**config.mk**
```make
export PLATFORM = sky130hd
export DESIGN_NAME = ex_mem_stage
export DESIGN_NICKNAME = d
export VERILOG_FILES = /design/src/rtl/cpu_pkg.sv /design/src/rtl/perf_counter.sv /design/src/rtl/ex_mem_stage.sv
export SDC_FILE = /design/constraint.sdc
export NUM_CORES = 1
export LEC_CHECK = 0
export ABC_AREA = 0
export CAP_MARGIN = 25
export CORE_AREA = 3 3 231 233
export DETAILED_ROUTE_END_ITERATION = 6
export DIE_AREA = 0 0 234 236
export DONT_BUFFER_PORTS = 1
export PLACE_DENSITY = 0.4
export SLEW_MARGIN = 20
export SYNTH_ARGS = -nofsm -noshare
export SYNTH_HDL_FRONTEND = slang
export SYNTH_HIERARCHICAL = 1
export SYNTH_SLANG_ARGS = --single-unit
```
**constraint.sdc**
```tcl
create_clock -name clk -period 2.8 [get_ports clk]
set_clock_uncertainty 0.05 [all_clocks]
set_input_delay 0.42 -clock clk [delete_from_list [all_inputs] [get_ports clk]]
set_output_delay 0.42 -clock clk [all_outputs]
set_load 0.02 [all_outputs]
```
**src/rtl/cpu_pkg.sv**
```systemverilog
// ----------------------------------------------------------------------------
// cpu_pkg
// Shared definitions for the pipeline stages: syscall service codes, the
// register-number width and the control bundle carried from ID/EX into EX/MEM.
// ----------------------------------------------------------------------------
package cpu_pkg;

    localparam int SYSCALL_EXIT  = 10;
    localparam int SYSCALL_PRINT = 34;
    localparam int REGNUM_W      = 6;

    // Control bits that travel with an instruction from EX into MEM.
    typedef struct packed {
        logic       reg_write;
        logic       mem_write;
        logic       mem_to_reg;
        logic       to_lh;
        logic       syscall;
        logic       sh;
        logic       sb;
        logic       extr_signed;
        logic       jmp;
        logic       jal;
        logic       jr;
        logic [1:0] extr_word;
        logic [1:0] lh_to_reg;
    } exmem_ctrl_t;

    localparam exmem_ctrl_t CTRL_NOP = '0;

    function automatic logic is_jump(input exmem_ctrl_t c);
        return c.jmp | c.jal | c.jr;
    endfunction

endpackage

```
**src/rtl/perf_counter.sv**
```systemverilog
// ----------------------------------------------------------------------------
// perf_counter
// Free-running event counter that wraps modulo 2^WIDTH.
// Ports:
//   clk    rising-edge clock
//   rst_n  asynchronous active-low clear
//   en     count this edge
//   count  current value
// ----------------------------------------------------------------------------
module perf_counter #(
    parameter int WIDTH = 32
) (
    input  logic             clk,
    input  logic             rst_n,
    input  logic             en,
    output logic [WIDTH-1:0] count
);

    always_ff @(posedge clk or negedge rst_n) begin
        if (!rst_n) begin
            count <= '0;
        end else if (en) begin
            count <= count + WIDTH'(1);
        end
    end

endmodule

```
**src/rtl/ex_mem_stage.sv**
```systemverilog
// ----------------------------------------------------------------------------
// ex_mem_stage
// EX/MEM pipeline register. Captures EX results and the control bundle on a
// load cycle, inserts bubbles on flush or an invalid incoming slot, and holds
// when en is low. Also owns the architectural HI/LO pair, the syscall
// exit/print handling and three performance counters.
// Ports:
//   clk, rst_n                    clock, asynchronous active-low reset
//   flush, en, valid_in           bubble / load enable / incoming slot is real
//   PC_in .. LHToReg              EX-stage results and control bits
//   v0, a0                        syscall service number and argument
//   *_out, valid_out              registered copies for the MEM stage
//   hi_out, lo_out                architectural HI/LO
//   halt                          sticky halt after an exit syscall
//   disp_data, disp_strobe        print-syscall value and one-cycle strobe
//   cnt_cycles/jumps/branches     performance counters
// ----------------------------------------------------------------------------
module ex_mem_stage
    import cpu_pkg::*;
#(
    parameter int PC_BITS   = 32,
    parameter int IR_BITS   = 32,
    parameter int DATA_BITS = 32,
    parameter int CNT_BITS  = 32
) (
    input  logic                 clk,
    input  logic                 rst_n,
    input  logic                 flush,
    input  logic                 en,
    input  logic                 valid_in,
    input  logic [PC_BITS-1:0]   PC_in,
    input  logic [IR_BITS-1:0]   IR_in,
    input  logic [DATA_BITS-1:0] alu_result,
    input  logic [DATA_BITS-1:0] alu_result_hi,
    input  logic [DATA_BITS-1:0] store_data,
    input  logic [REGNUM_W-1:0]  write,
    input  logic                 RegWrite,
    input  logic                 MemWrite,
    input  logic                 MemToReg,
    input  logic                 ToLH,
    input  logic                 Syscall,
    input  logic                 Sh,
    input  logic                 Sb,
    input  logic                 ExtrSigned,
    input  logic                 Jmp,
    input  logic                 Jal,
    input  logic                 Jr,
    input  logic                 branch_taken,
    input  logic [1:0]           ExtrWord,
    input  logic [1:0]           LHToReg,
    input  logic [DATA_BITS-1:0] v0,
    input  logic [DATA_BITS-1:0] a0,
    output logic [PC_BITS-1:0]   PC_out,
    output logic [IR_BITS-1:0]   IR_out,
    output logic [DATA_BITS-1:0] alu_result_out,
    output logic [DATA_BITS-1:0] store_data_out,
    output logic [REGNUM_W-1:0]  write_out,
    output logic                 RegWrite_out,
    output logic                 MemWrite_out,
    output logic                 MemToReg_out,
    output logic                 ToLH_out,
    output logic                 Syscall_out,
    output logic                 Sh_out,
    output logic                 Sb_out,
    output logic                 ExtrSigned_out,
    output logic                 Jmp_out,
    output logic                 Jal_out,
    output logic                 Jr_out,
    output logic [1:0]           ExtrWord_out,
    output logic [1:0]           LHToReg_out,
    output logic                 valid_out,
    output logic [DATA_BITS-1:0] hi_out,
    output logic [DATA_BITS-1:0] lo_out,
    output logic                 halt,
    output logic [DATA_BITS-1:0] disp_data,
    output logic                 disp_strobe,
    output logic [CNT_BITS-1:0]  cnt_cycles,
    output logic [CNT_BITS-1:0]  cnt_jumps,
    output logic [CNT_BITS-1:0]  cnt_branches
);

    exmem_ctrl_t ctrl_in;
    exmem_ctrl_t ctrl_q;
    logic        accept;
    logic        bubble;
    logic        sys_exit;
    logic        sys_print;

    always_comb begin
        ctrl_in             = CTRL_NOP;
        ctrl_in.reg_write   = RegWrite;
        ctrl_in.mem_write   = MemWrite;
        ctrl_in.mem_to_reg  = MemToReg;
        ctrl_in.to_lh       = ToLH;
        ctrl_in.syscall     = Syscall;
        ctrl_in.sh          = Sh;
        ctrl_in.sb          = Sb;
        ctrl_in.extr_signed = ExtrSigned;
        ctrl_in.jmp         = Jmp;
        ctrl_in.jal         = Jal;
        ctrl_in.jr          = Jr;
        ctrl_in.extr_word   = ExtrWord;
        ctrl_in.lh_to_reg   = LHToReg;
    end

    // Priority: halt freezes, then flush, then the load-enable decision.
    assign accept    = !halt && !flush && en && valid_in;
    assign bubble    = !halt && (flush || (en && !valid_in));
    assign sys_exit  = accept && Syscall && (v0 == DATA_BITS'(SYSCALL_EXIT));
    assign sys_print = accept && Syscall && (v0 == DATA_BITS'(SYSCALL_PRINT));

    // ---- EX -> MEM register boundary ----
    always_ff @(posedge clk or negedge rst_n) begin
        if (!rst_n) begin
            PC_out         <= '0;
            IR_out         <= '0;
            alu_result_out <= '0;
            store_data_out <= '0;
            write_out      <= '0;
            ctrl_q         <= CTRL_NOP;
            valid_out      <= 1'b0;
        end else if (bubble) begin
            PC_out         <= '0;
            IR_out         <= '0;
            alu_result_out <= '0;
            store_data_out <= '0;
            write_out      <= '0;
            ctrl_q         <= CTRL_NOP;
            valid_out      <= 1'b0;
        end else if (accept) begin
            PC_out         <= PC_in;
            IR_out         <= IR_in;
            alu_result_out <= alu_result;
            store_data_out <= store_data;
            write_out      <= write;
            ctrl_q         <= ctrl_in;
            valid_out      <= 1'b1;
        end
    end

    // Architectural state: HI/LO survive bubbles; halt is sticky until reset.
    always_ff @(posedge clk or negedge rst_n) begin
        if (!rst_n) begin
            hi_out      <= '0;
            lo_out      <= '0;
            halt        <= 1'b0;
            disp_data   <= '0;
            disp_strobe <= 1'b0;
        end else begin
            disp_strobe <= sys_print;
            if (accept && ToLH) begin
                hi_out <= alu_result_hi;
                lo_out <= alu_result;
            end
            if (sys_exit) begin
                halt <= 1'b1;
            end
            if (sys_print) begin
                disp_data <= a0;
            end
        end
    end

    assign RegWrite_out   = ctrl_q.reg_write;
    assign MemWrite_out   = ctrl_q.mem_write;
    assign MemToReg_out   = ctrl_q.mem_to_reg;
    assign ToLH_out       = ctrl_q.to_lh;
    assign Syscall_out    = ctrl_q.syscall;
    assign Sh_out         = ctrl_q.sh;
    assign Sb_out         = ctrl_q.sb;
    assign ExtrSigned_out = ctrl_q.extr_signed;
    assign Jmp_out        = ctrl_q.jmp;
    assign Jal_out        = ctrl_q.jal;
    assign Jr_out         = ctrl_q.jr;
    assign ExtrWord_out   = ctrl_q.extr_word;
    assign LHToReg_out    = ctrl_q.lh_to_reg;

    perf_counter #(.WIDTH(CNT_BITS)) u_cnt_cycles (
        .clk   (clk),
        .rst_n (rst_n),
        .en    (!halt),
        .count (cnt_cycles)
    );

    perf_counter #(.WIDTH(CNT_BITS)) u_cnt_jumps (
        .clk   (clk),
        .rst_n (rst_n),
        .en    (accept && is_jump(ctrl_in)),
        .count (cnt_jumps)
    );

    // A taken branch that is also flagged as a jump is counted only as a jump.
    perf_counter #(.WIDTH(CNT_BITS)) u_cnt_branches (
        .clk   (clk),
        .rst_n (rst_n),
        .en    (accept && branch_taken && !is_jump(ctrl_in)),
        .count (cnt_branches)
    );

endmodule
```
-- Yosys cells after proc, flatten, opt, wreduce, memory -nomap -nowiden
Index checks and enable logic that the tools add are counted.
- flip-flop bits (word level): 344
- latch bits: 0
- memory bits (writable): 0
- memory bits (read-only): 0
- input port bits: 251
- output and inout port bits: 344
- word-level logic and storage cells: 66
- memories kept: 0
- $add $sub $neg: 3
- $mul: 0
- div/mod/pow operators: 0
- $lt $le $gt $ge: 0
- equal/unequal tests: 2
- shifts and indexed selects: 0
- muxes and demuxes: 14
- bitwise operators: 2
- reductions and logical operators: 18
- operators with widths (kind ; count):
    $mux 32 ; 8
    $add 32x1->32 const B ; 3
    $eq 32x4->1 const B ; 1
    $eq 32x6->1 const B ; 1
    $mux 15 ; 2
    $logic_and 1x1->1 ; 12
    $mux 6 ; 2
    $logic_not 1->1 ; 4
    $mux 1 ; 2
    $or 1x1->1 ; 2
    $reduce_bool 2->1 ; 1
    $logic_or 1x1->1 ; 1

-- Logic depth before layout (Yosys ltp)
Gate-level depths: netlist of the first run.
- word-level depth: 6
- depth in mapped cells: 9
- gate-level depth less buffers: 7

-- Modules after synthesis
The synthesis of the first run kept the hierarchy.
- modules (own cells, without submodules) (module ; instances ; cells an instance ; area each (µm²) ; sequential area each (µm²)):
    ex_mem_stage ; 1 ; 879 ; 9575.4 ; 6206.0
    perf_counter ; 3 ; 123 ; 1448.9 ; 800.8

-- Worst setup path before layout of the first run
Ideal clock, no wire load.
- kind: register -> register
- start point: register halt
- end point: register u_cnt_branches.count[23]
- arrival: 2.691 ns
- slack: -0.021 ns
- stages on the path, launching flop included: 9
- clock period less this slack: 2.821 ns
- cells stage by stage: dfrtp_1 nor4bb_1 clkbuf_1 clkbuf_1 and3_1 nand4_4 or4_4 nor4_2 xor2_1
- word-level cells in the longest chain between the ends: 6
- RTL lines (what ; line ; source):
    from (decl) ; ex_mem_stage.sv:74 ; output logic halt,
    from (signal assigned) ; ex_mem_stage.sv:146 ; halt <= 1'b0;
    from (signal assigned) ; ex_mem_stage.sv:156 ; halt <= 1'b1;
    $logic_not 1->1 ; -- ;
    $logic_and 1x1->1 (3 in series) ; ex_mem_stage.sv:107 ; assign accept = !halt && !flush && en && valid_in;
    $logic_and 1x1->1 (2 in series) ; ex_mem_stage.sv:196 ; .en (accept && branch_taken && !is_jump(ctrl_in)),
    to (signal assigned) ; perf_counter.sv:23 ; count <= count + WIDTH'(1);
    to (decl) ; perf_counter.sv:16 ; output logic [WIDTH-1:0] count
No other way between the ends.
A chain may end at the register's enable or synchronous reset.

-- Final worst setup path of the first run
Same ends and word-level chain as after synthesis.

==> results of run 1 <==
-- synth_stat cells, drive strengths merged --
cell	instances	area share, %
dfrtp	344	62
nand2	330	8.9
nand3	149	5.4
mux2	99	8.0
xnor2	57	3.6
clkbuf	49	1.3
xor2	36	2.3
nand4	35	1.9
a21oi	28	1.0
nor4	24	1.3
nor3	17	0.61
and3	14	0.63
nor2	13	0.35
and4	12	0.78
buf	11	0.51
inv	8	0.22
and2	6	0.27
ha	3	0.27
nor3b	3	0.16
or4	3	0.24
a41o	1	0.072
and4bb	1	0.090
nor2b	1	0.045
nor4bb	1	0.072
o21a	1	0.054
o21ai	1	0.036
or4b	1	0.072
-- cells by family after synthesis --
group / Yosys count / share of synthesized area (%)
adder cells (fa/ha/maj): 3 / 0.2696
flip-flops: 344 / 61.83
AO/OA/AOI/OAI: 31 / 1.168
multiplexers: 99 / 8.007
XOR/XNOR: 93 / 5.851
buffers and inverters: 68 / 2.049
AND/OR/NAND/NOR: 610 / 20.82
-- metal layers --
layer	GRT usage [%]	vias up
met2	28.23	458
met4	4.860	0
met3	7.041	80
li1	-	4658
met5	0	-
met1	18.62	4973
-- stage by stage --
| stage | setup slack (ns) | instances | hold slack (ns) | power [mW] | area, sq um |
|---|---|---|---|---|---|
| final | 0.3448 | 2174 | -0.4719 | 12.07 | 18250 |
| after global routing | 0.1568 | 2174 | -0.5180 | 12.61 | 18250 |
| after CTS | 0.2986 | 2173 | -0.5177 | 12.29 | 18240 |
| after detailed placement | 0.1764 | 1893 | 0.08319 | 6.654 | 14830 |
| after global placement | 0.1962 | 1893 | 0.08265 | 6.651 | 14830 |
| after floorplan | 0.02537 | 1248 | 0.07441 | 6.382 | 13930 |
-- final cells by class --
class                      instances  area [sq um]  area share (%)
timing repair buffer             236          2375           13.02
antenna                            1         2.502         0.01371
multi-input combinational        836          5075           27.81
clock buffer                      61          1211           6.638
clock inverter                     8         93.84          0.5143
sequential                       344          8608           47.18
inverter                           8         30.03          0.1646
tap                              680         850.8           4.663
-- layout by cell type (no fill, tap or decap), drive strengths merged, types with 2 or more instances in the layout --
cell and n:
bufinv 2, nand3 149, or4 3, buf 25, and2 6, clkbuf 61
clkinv 5, ha 3, a21oi 28, xnor2 57, and4 12, nor3b 3
xor2 36, dlygate4sd3 211, dfrtp 344, nand4 35, and3 14, nand2 330
nor2 13, inv 9, nor3 17, nor4 24, mux2 99
-- worst max-delay path: stages, from the launching register on --
cell and delay, ns:
dfrtp_1 0.46, nor4bb_4 0.33, and3_2 0.34, nand4_4 0.16
or4_4 0.58, nor4_2 0.29, xor2_1 0.16
-- state kept, by name, indices dropped and copies added, names as in the netlist, 2 cells and up --
signal                count
PC_out                   32
alu_result_out           32
u_cnt_jumps/count        32
disp_data                32
write_out                 6
lo_out                   32
LHToReg_out               2
IR_out                   32
u_cnt_branches/count     32
store_data_out           32
u_cnt_cycles/count       32
hi_out                   32
ExtrWord_out              2
-- how the worst max path moves through the flow --
stage / end
floorplan: u_cnt_branches/count[23]$_DFFE_PN0P_
global placement: u_cnt_branches/count[23]$_DFFE_PN0P_
detailed placement: u_cnt_branches/count[23]$_DFFE_PN0P_
CTS: u_cnt_branches/count[23]$_DFFE_PN0P_
global route: u_cnt_branches/count[23]$_DFFE_PN0P_
finish: u_cnt_branches/count[23]$_DFFE_PN0P_
-- power groups by stage --
stage               logic [mW]  clock network (mW)  registers, mW
detailed placement       0.500                   0           6.15
CTS                      0.756                5.45           6.07
floorplan                0.380                   0           6.00
global placement         0.481                   0           6.17
finish                   0.752                5.25           6.06
global route             0.835                5.66           6.11
==> results_dict.tcl, run 1 <==
set metrics [dict create \
    startpoint_type "register" \
    fin_crit_ns 2.455 \
    vias_per_cell 4.678 \
    p_sw_share_pct 26.39 \
    rr_endpoint "u_cnt_branches/count[23]$_DFFE_PN0P_" \
    postSynthCellCount 1248 \
    clkSinkCount 344 \
    m1WireLength_um 17610 \
    route.met3.wl_um 5125 \
    gp_congestion 0.7893 \
    cts_buffers 41 \
    p_seq_share_pct 50.3 \
    place_hpwl_um 32440 \
    cts_setup_buffers 0 \
    hold_ws_ns -0.4719 \
    routed.top_layer "met4" \
    pwr-share-comb_pct 6.2 \
    die_x_um 234 \
    violations "negative hold slack" \
    antenna_found_initial 2 \
    final.period_utilization_pct 87.69 \
    pwr-share-clk_pct 43.5 \
    synth-warning-count 6 \
    drt_iter0_markers 457 \
    grt_max_degree 345 \
    htreeDepth 2 \
    finalHoldViolations 344 \
    critPathKind "reg2reg" \
    grt_overflow 0 \
    syn-num-nets 1502 \
    cts_resized 0 \
    grt_usage_pct 16.50 \
    areaGrowthSynthToFinish_pct 31.06 \
    grt_pass1_vias 11160 \
    die-area_sq_um 55220 \
    finalSetupTns_ns 0 \
    p_per_area_nw_per_um2 661.3 \
    cp_max_fo 6 \
    cts_buffer_depth 3 \
    cts-root-buf "clkbuf_16" \
    rsz0062_at_grt "false" \
    row_count 83 \
    crit_arrival_ns 2.87 \
    clock_latency_ns 0.54 \
    p_leak_nw 8.628 \
    via_count 10170 \
    slew_headroom_pct 25.64 \
    seq_area_frac_synth_pct 61.83 \
    routedWlPerCell_um 21.66 \
    ir_worst_vdd_mv 0.3871 \
    setup_violations 0 \
    maxCapViolations 0 \
    syn_avg_cell_area_sq_um 11.16 \
    required_ns 3.21 \
    p_switching_mw 3.184 \
    reg2reg_from "halt$_DFFE_PN0P_" \
    intPower_mw 8.882 \
    cp-end-kind "register" \
    status "finished, violations left" \
    post-route-util_pct 35.49 \
    ys_seq_elements 344 \
    cts_hold_buf 211 \
    drive_above_1_share_pct 9.243 \
    antenna_left 0 \
    fp.dieH_um 236 \
    drt_pre_antenna_iters 4 \
    drc 0 \
    slew_viol_final 0 \
    worstMarginPinSlew_ns 1.115 \
    synth_area_sq_um 13920 \
    clk_pin_slew_worst_paths_ns 0.06 \
    wl_met2_um 23060 \
    max_freq_ghz 0.4073 \
    ys_types 33 \
    grt_first_pass_wirelength_um 70500 \
    cts_tree "built" \
    ff2ff_setup_slack_ns 0.34 \
    r2r_cells 6 \
    cp-startpoint "halt$_DFFE_PN0P_" \
    io_buffers 0 \
    initial_core_util_pct 27.08 \
    drt-total-wl_um 47090 \
    hold_path.class "in2async" \
    fill_cells 5151 \
    core-area_sq_um 51410 \
    nets 1721 \
    ioPinCount 595 \
]
Note: power is estimated with default switching activity, not from simulation.
==> inputs of run 2 (changes only) <==
Settings changed: ABC_AREA 0 to 1, CORE_AREA 3 3 231 233 to 3 3 227 229, DIE_AREA 0 0 234 236 to 0 0 230 232, PLACE_DENSITY 0.4 to 0.43.
==> run 2 against run 1 <==
The run still ends with negative hold slack left. Final cell count up 25%. Routed wire length grew 9.7%. Power down 10%. Via count grew 22%. Critical endpoint is now hi_out[27]$_DFFE_PN0P_.
==> results_dict.tcl, run 2 <==
set metrics [dict create \
    grt_first_pass_wirelength_um 78090 \
    syn-num-nets 2023 \
    layout_common_cells "523 x nand2_1, 344 x dfrtp_1, 260 x inv_1" \
    io_buffers 0 \
    grt_max_degree 345 \
    cts_buffer_depth 3 \
    hold_path.class "in2async" \
    htreeDepth 2 \
    yosysTopAreaCell "dfrtp_1" \
    vias_per_cell 4.559 \
    p_per_area_nw_per_um2 553.5 \
    slew_viol_final 0 \
    critPathKind "reg2reg" \
    startpoint_type "register" \
    grt_usage_pct 18.80 \
    pwr-share-comb_pct 2.9 \
    drt-total-wl_um 51660 \
    cts-root-buf "clkbuf_16" \
    pwr-share-clk_pct 50.7 \
    areaGrowthSynthToFinish_pct 29.51 \
    finalHoldViolations 344 \
    clk_pin_slew_worst_paths_ns 0.06 \
    fin_crit_ns 2.303 \
    drc 0 \
    ys_async_sr_fraction_pct 100.0 \
    intPower_mw 8.563 \
    p_switching_mw 2.279 \
    synth-warning-count 6 \
    via_count 12360 \
    drt_iter0_markers 769 \
    cts_hold_buf 244 \
    synth_area_sq_um 15130 \
    dpl_cell_area_sq_um 15760 \
    ys_types 28 \
    multi_input_area_sq_um 5219 \
    cts_buffers 41 \
    fp.dieH_um 232 \
    synth_top_cell_area_share_pct 56.91 \
    synth_ff_type "dfrtp_1" \
    fill_cells 5025 \
    place_inst 2392 \
    ys_seq_elements 344 \
    hold_ws_ns -0.4810 \
    cp-end-kind "register" \
    cts_tree "built" \
    core-area_sq_um 49860 \
    grt_pass1_vias 12560 \
    row_count 82 \
    postSynthCellCount 1769 \
    clkSinkCount 344 \
    required_ns 3.24 \
    status "finished, violations left" \
    ir_worst_vdd_mv 0.4079 \
    cts_setup_buffers 0 \
    p_leak_nw 9.399 \
    ff2ff_setup_slack_ns 0.50 \
    grt_overflow 0 \
    finalSetupTns_ns 0 \
    slew_headroom_pct 34.74 \
    post-route-util_pct 39.29 \
    maxCapViolations 0 \
    rsz0062_at_grt "false" \
    antenna_found_initial 0 \
    ioPinCount 595 \
    drt_pre_antenna_iters 5 \
    place_hpwl_um 36190 \
    gp_congestion 0.8587 \
    fin_cells 2711 \
    worstMarginPinSlew_ns 0.9790 \
    antenna_left 0 \
    cts_resized 0 \
    violations "negative hold slack" \
    mostFrequentLayoutCell "nand2_1" \
    initial_core_util_pct 30.33 \
    seq_area_frac_synth_pct 56.91 \
    final_area_sq_um 19590 \
    seq_area_sq_um 8608 \
    p_sw_share_pct 21.02 \
    yosysMostFrequentCell "nand2_1" \
    die_x_um 230 \
    cp_max_fo 113 \
    routedWlPerCell_um 19.05 \
    crit_arrival_ns 2.75 \
    clock_latency_ns 0.56 \
    syn_avg_cell_area_sq_um 8.550 \
    synthTopCellsByArea "dfrtp_1 57%, nand2_1 13%, inv_1 6.5%, o21ai_0 4.9%, nand3_1 4.0%" \
    nets 2261 \
    n_antenna_cell 0 \
    setup_violations 0 \
    synth_common_cells "523 x nand2_1, 344 x dfrtp_1, 260 x inv_1" \
    p_seq_share_pct 46.4 \
    max_freq_ghz 0.4342 \
    drive_above_1_share_pct 6.817 \
    final.period_utilization_pct 82.26 \
    synth_edf_count 0 \
    die-area_sq_um 53360 \
]
==> run 2: stage by stage <==
step	setup slack (ns)	power, mW
2_1_floorplan	0.7745	5.157
3_3_place_gp	0.2959	5.166
3_5_place_dp	0.3305	5.168
4_1_cts	0.5013	11.03
5_1_grt	0.3514	11.25
6_report	0.4967	10.84
==> run 2: worst max-delay path, cell delays in order (launching register included) <==
cell and delay [ns]:
dfrtp_1 0.50, nor2_4 0.20, nand2_4 0.12, inv_4 0.10
buf_12 0.39, nand3_1 0.14, dlygate4sd3_1 0.59, nand2_1 0.08
==> run 2: layout make-up <==
| type | instances | area share (%) |
|---|---|---|
| inverter | 266 | 5.110 |
| tap | 672 | 4.292 |
| sequential | 344 | 43.94 |
| timing repair buffer | 253 | 12.94 |
| multi-input combinational | 1101 | 26.64 |
| clock inverter | 18 | 1.156 |
| clock buffer | 57 | 5.915 |
==> run 2: power by group through the flow <==
stage,sequential [mW],clock (mW),combinational (mW)
global placement,5.12,0,0.0477
floorplan,5.11,0,0.0465
detailed placement,5.12,0,0.0492
global route,5.03,5.89,0.334
finish,5.03,5.50,0.312
CTS,5.03,5.70,0.310
==> run 2: final timing paths <==
| kind | cells past startpoint | end | from |
|---|---|---|---|
| min in group clk | 3 | halt$_DFFE_PN0P_ | v0[6] |
| max reg2reg | 7 | hi_out[27]$_DFFE_PN0P_ | halt$_DFFE_PN0P_ |
| min reg2reg | 2 | disp_data[3]$_DFFE_PN0P_ | disp_data[3]$_DFFE_PN0P_ |
| max | 7 | hi_out[27]$_DFFE_PN0P_ | halt$_DFFE_PN0P_ |
| min | 0 | disp_data[18]$_DFFE_PN0P_ | rst_n |
| max in group asynchronous | 0 | lo_out[15]$_DFFE_PN0P_ | rst_n |
==> run 2: cells by family (layout without fill, tap and decap cells) <==
family                     Yosys count  in the layout  share of synthesized area (%)
AOI/OAI and AO/OA                  183            183                          6.336
xor gates and xnor gates            51             51                          2.953
adders and majority gates            3              3                         0.2482
buffers and inverters              324            594                          8.636
DFF                                344            344                          56.91
and+or+nand+nor                    864            864                          24.92
==> run 2: per-layer routing <==
layer | vias up | wire [um] | part of all wire [%] | GRT usage (%)
met1 | 5922 | 20570 | 40 | 22.38
met2 | 416 | 25460 | 49 | 32.39
met3 | 78 | 4226 | 8.2 | 6.170
li1 | 5944 | - | - | -
met5 | - | 0 | 0 | 0
met4 | 0 | 1408 | 2.7 | 5.592
==> inputs of run 3 (changes only) <==
Clock period 2.8 ns to 1.9 ns, I/O delays scaled along.
==> run 3 against run 2 <==
Routed wire length increased by 4.2%. Flip-flop and latch count is the same. Sequential share of layout area down 1.1 points. The run ends with design-rule violations, negative hold slack left. Maximum frequency increased by 27%. Clock power up 43%. Via count up 2.5%. Sequential power is 47% higher. First-iteration DRC count is 25% higher.
==> results_dict.tcl, run 3 (synthesis results as in run 2) <==
set metrics [dict create \
    drt_pre_antenna_iters 7 \
    row_count 82 \
    grt_overflow 0 \
    drive_above_1_share_pct 10.42 \
    grt_pass1_vias 13280 \
    cts_setup_buffers 0 \
    hold_ws_ns -0.6116 \
    critPathKind "reg2reg" \
    fp.dieH_um 232 \
    fill_cells 4990 \
    slew_viol_final 0 \
    ir_worst_vdd_mv 0.6980 \
    finalHoldViolations 344 \
    vias_per_cell 4.576 \
    clkSinkCount 344 \
    status "finished, violations left" \
    clock_latency_ns 0.55 \
    worst_slack_ns 0.07938 \
    ioPinCount 595 \
    violations "design-rule violations, negative hold slack" \
    nets 2316 \
    p_per_area_nw_per_um2 786.1 \
    grt_first_pass_wirelength_um 81000 \
    antenna_found_initial 3 \
    drt-total-wl_um 53850 \
    maxCapViolations 0 \
    startpoint_type "register" \
    place_hpwl_um 39030 \
    gp_congestion 0.8742 \
    layout_common_cells "522 x nand2_1, 343 x dfrtp_1, 260 x inv_1" \
    dp_slack_ns -0.04891 \
    cts_buffers 42 \
    die_x_um 230 \
    required_ns 2.35 \
    slew_headroom_pct 14.10 \
    htreeDepth 2 \
    cp-end-kind "register" \
    r2r_cells 7 \
    initial_core_util_pct 30.33 \
    io_buffers 0 \
    fin_crit_ns 1.821 \
    drc 1 \
    cp_max_fo 11 \
    cts_tree "built" \
    cts-root-buf "clkbuf_16" \
    multi_input_area_sq_um 5270 \
    cts_hold_buf 225 \
    cts_buffer_depth 3 \
    seq_area_sq_um 8610 \
    core-area_sq_um 49860 \
    hold_path.class "in2async" \
    areaGrowthSynthToFinish_pct 32.76 \
    max_freq_ghz 0.5493 \
    die-area_sq_um 53360 \
    worstMarginPinSlew_ns 1.288 \
    antenna_left 0 \
    routedWlPerCell_um 19.45 \
    grt_max_degree 345 \
    crit_arrival_ns 2.27 \
    drt_iter0_markers 959 \
    final.period_utilization_pct 95.82 \
    setup_violations 0 \
    grt_usage_pct 19.60 \
    clk_pin_slew_worst_paths_ns 0.06 \
    via_count 12670 \
    p_leak_nw 9.797 \
    mostFrequentLayoutCell "nand2_1" \
]
## run 3: changes by cell type in the layout (fill, tap and decap cells not counted), sizes merged
| cell | delta |
|---|---|
| buf | +73 |
| clkinv | +1 |
| diode | +3 |
| clkinvlp | -3 |
| bufinv | -4 |
| dlygate4sd3 | -20 |
| clkbuf | +7 |
## run 3: worst paths after layout
kind / from / endpoint / slack, ns
worst min-delay path: rst_n / disp_data[6]$_DFFE_PN0P_ / -0.61
worst min register to register: u_cnt_jumps/count[0]$_DFFE_PN0P_ / u_cnt_jumps/count[0]$_DFFE_PN0P_ / 0.45
min in group clk: flush / u_cnt_jumps/count[1]$_DFFE_PN0P_ / 0.03
max in group asynchronous: rst_n / LHToReg_out[0]$_DFFE_PN0P_ / 1.37
worst max-delay path: halt$_DFFE_PN0P_ / hi_out[15]$_DFFE_PN0P_ / 0.08
worst max register to register: halt$_DFFE_PN0P_ / hi_out[15]$_DFFE_PN0P_ / 0.08
## run 3: through the flow
stage	power (mW)	TNS (ns)	util [%]	instance area, sq um	instances
CTS	16.03	0	40.12	20000	2764
global route	16.39	-0.01618	40.27	20080	2768
floorplan	7.600	0	-	15130	1769
global placement	7.624	-0.6584	32.87	16390	2464
detailed placement	7.626	-0.2188	32.87	16390	2464
finish	15.79	0	40.27	20080	2768
## run 3: area by class of cell
type                            instances  area share, %
Clock inverter                         12         0.5546
Multi-Input combinational cell       1101          26.24
Antenna cell                            3        0.03739
Clock buffer                           63          6.231
Timing Repair Buffer                  307          14.86
Tap cell                              672          4.187
Inverter                              266          5.010
Sequential cell                       344          42.87
## run 3: report_power, final
part           internal [mW]  switching (mW)  leakage, nW
Combinational          0.326           0.165         5.12
Clock                   4.69            3.19        0.677
Sequential              7.35          0.0582         4.00
## run 3: timing repair
| item | 4_1_cts | 5_1_grt |
|---|---|---|
| endpoints found under the hold margin | 589 | 344 |
| endpoints found under the setup margin | 0 | 29 |
| resized for setup | 0 | 11 |
## run 3: critical path, cell delays in order (launching register included)
cell	delay, ns
dfrtp_2	0.42
nor2_4	0.16
nand2_8	0.11
inv_8	0.10
buf_12	0.16
nand3_1	0.10
dlygate4sd3_1	0.58
nand2_1	0.07
## run 3: routing by layer
metal	GRT usage, %	up-vias	share of wire [%]
met5	0	-	0
li1	-	6066	-
met1	22.11	5979	38
met4	8.009	0	4.2
met3	6.354	118	8.3
met2	34.26	504	50
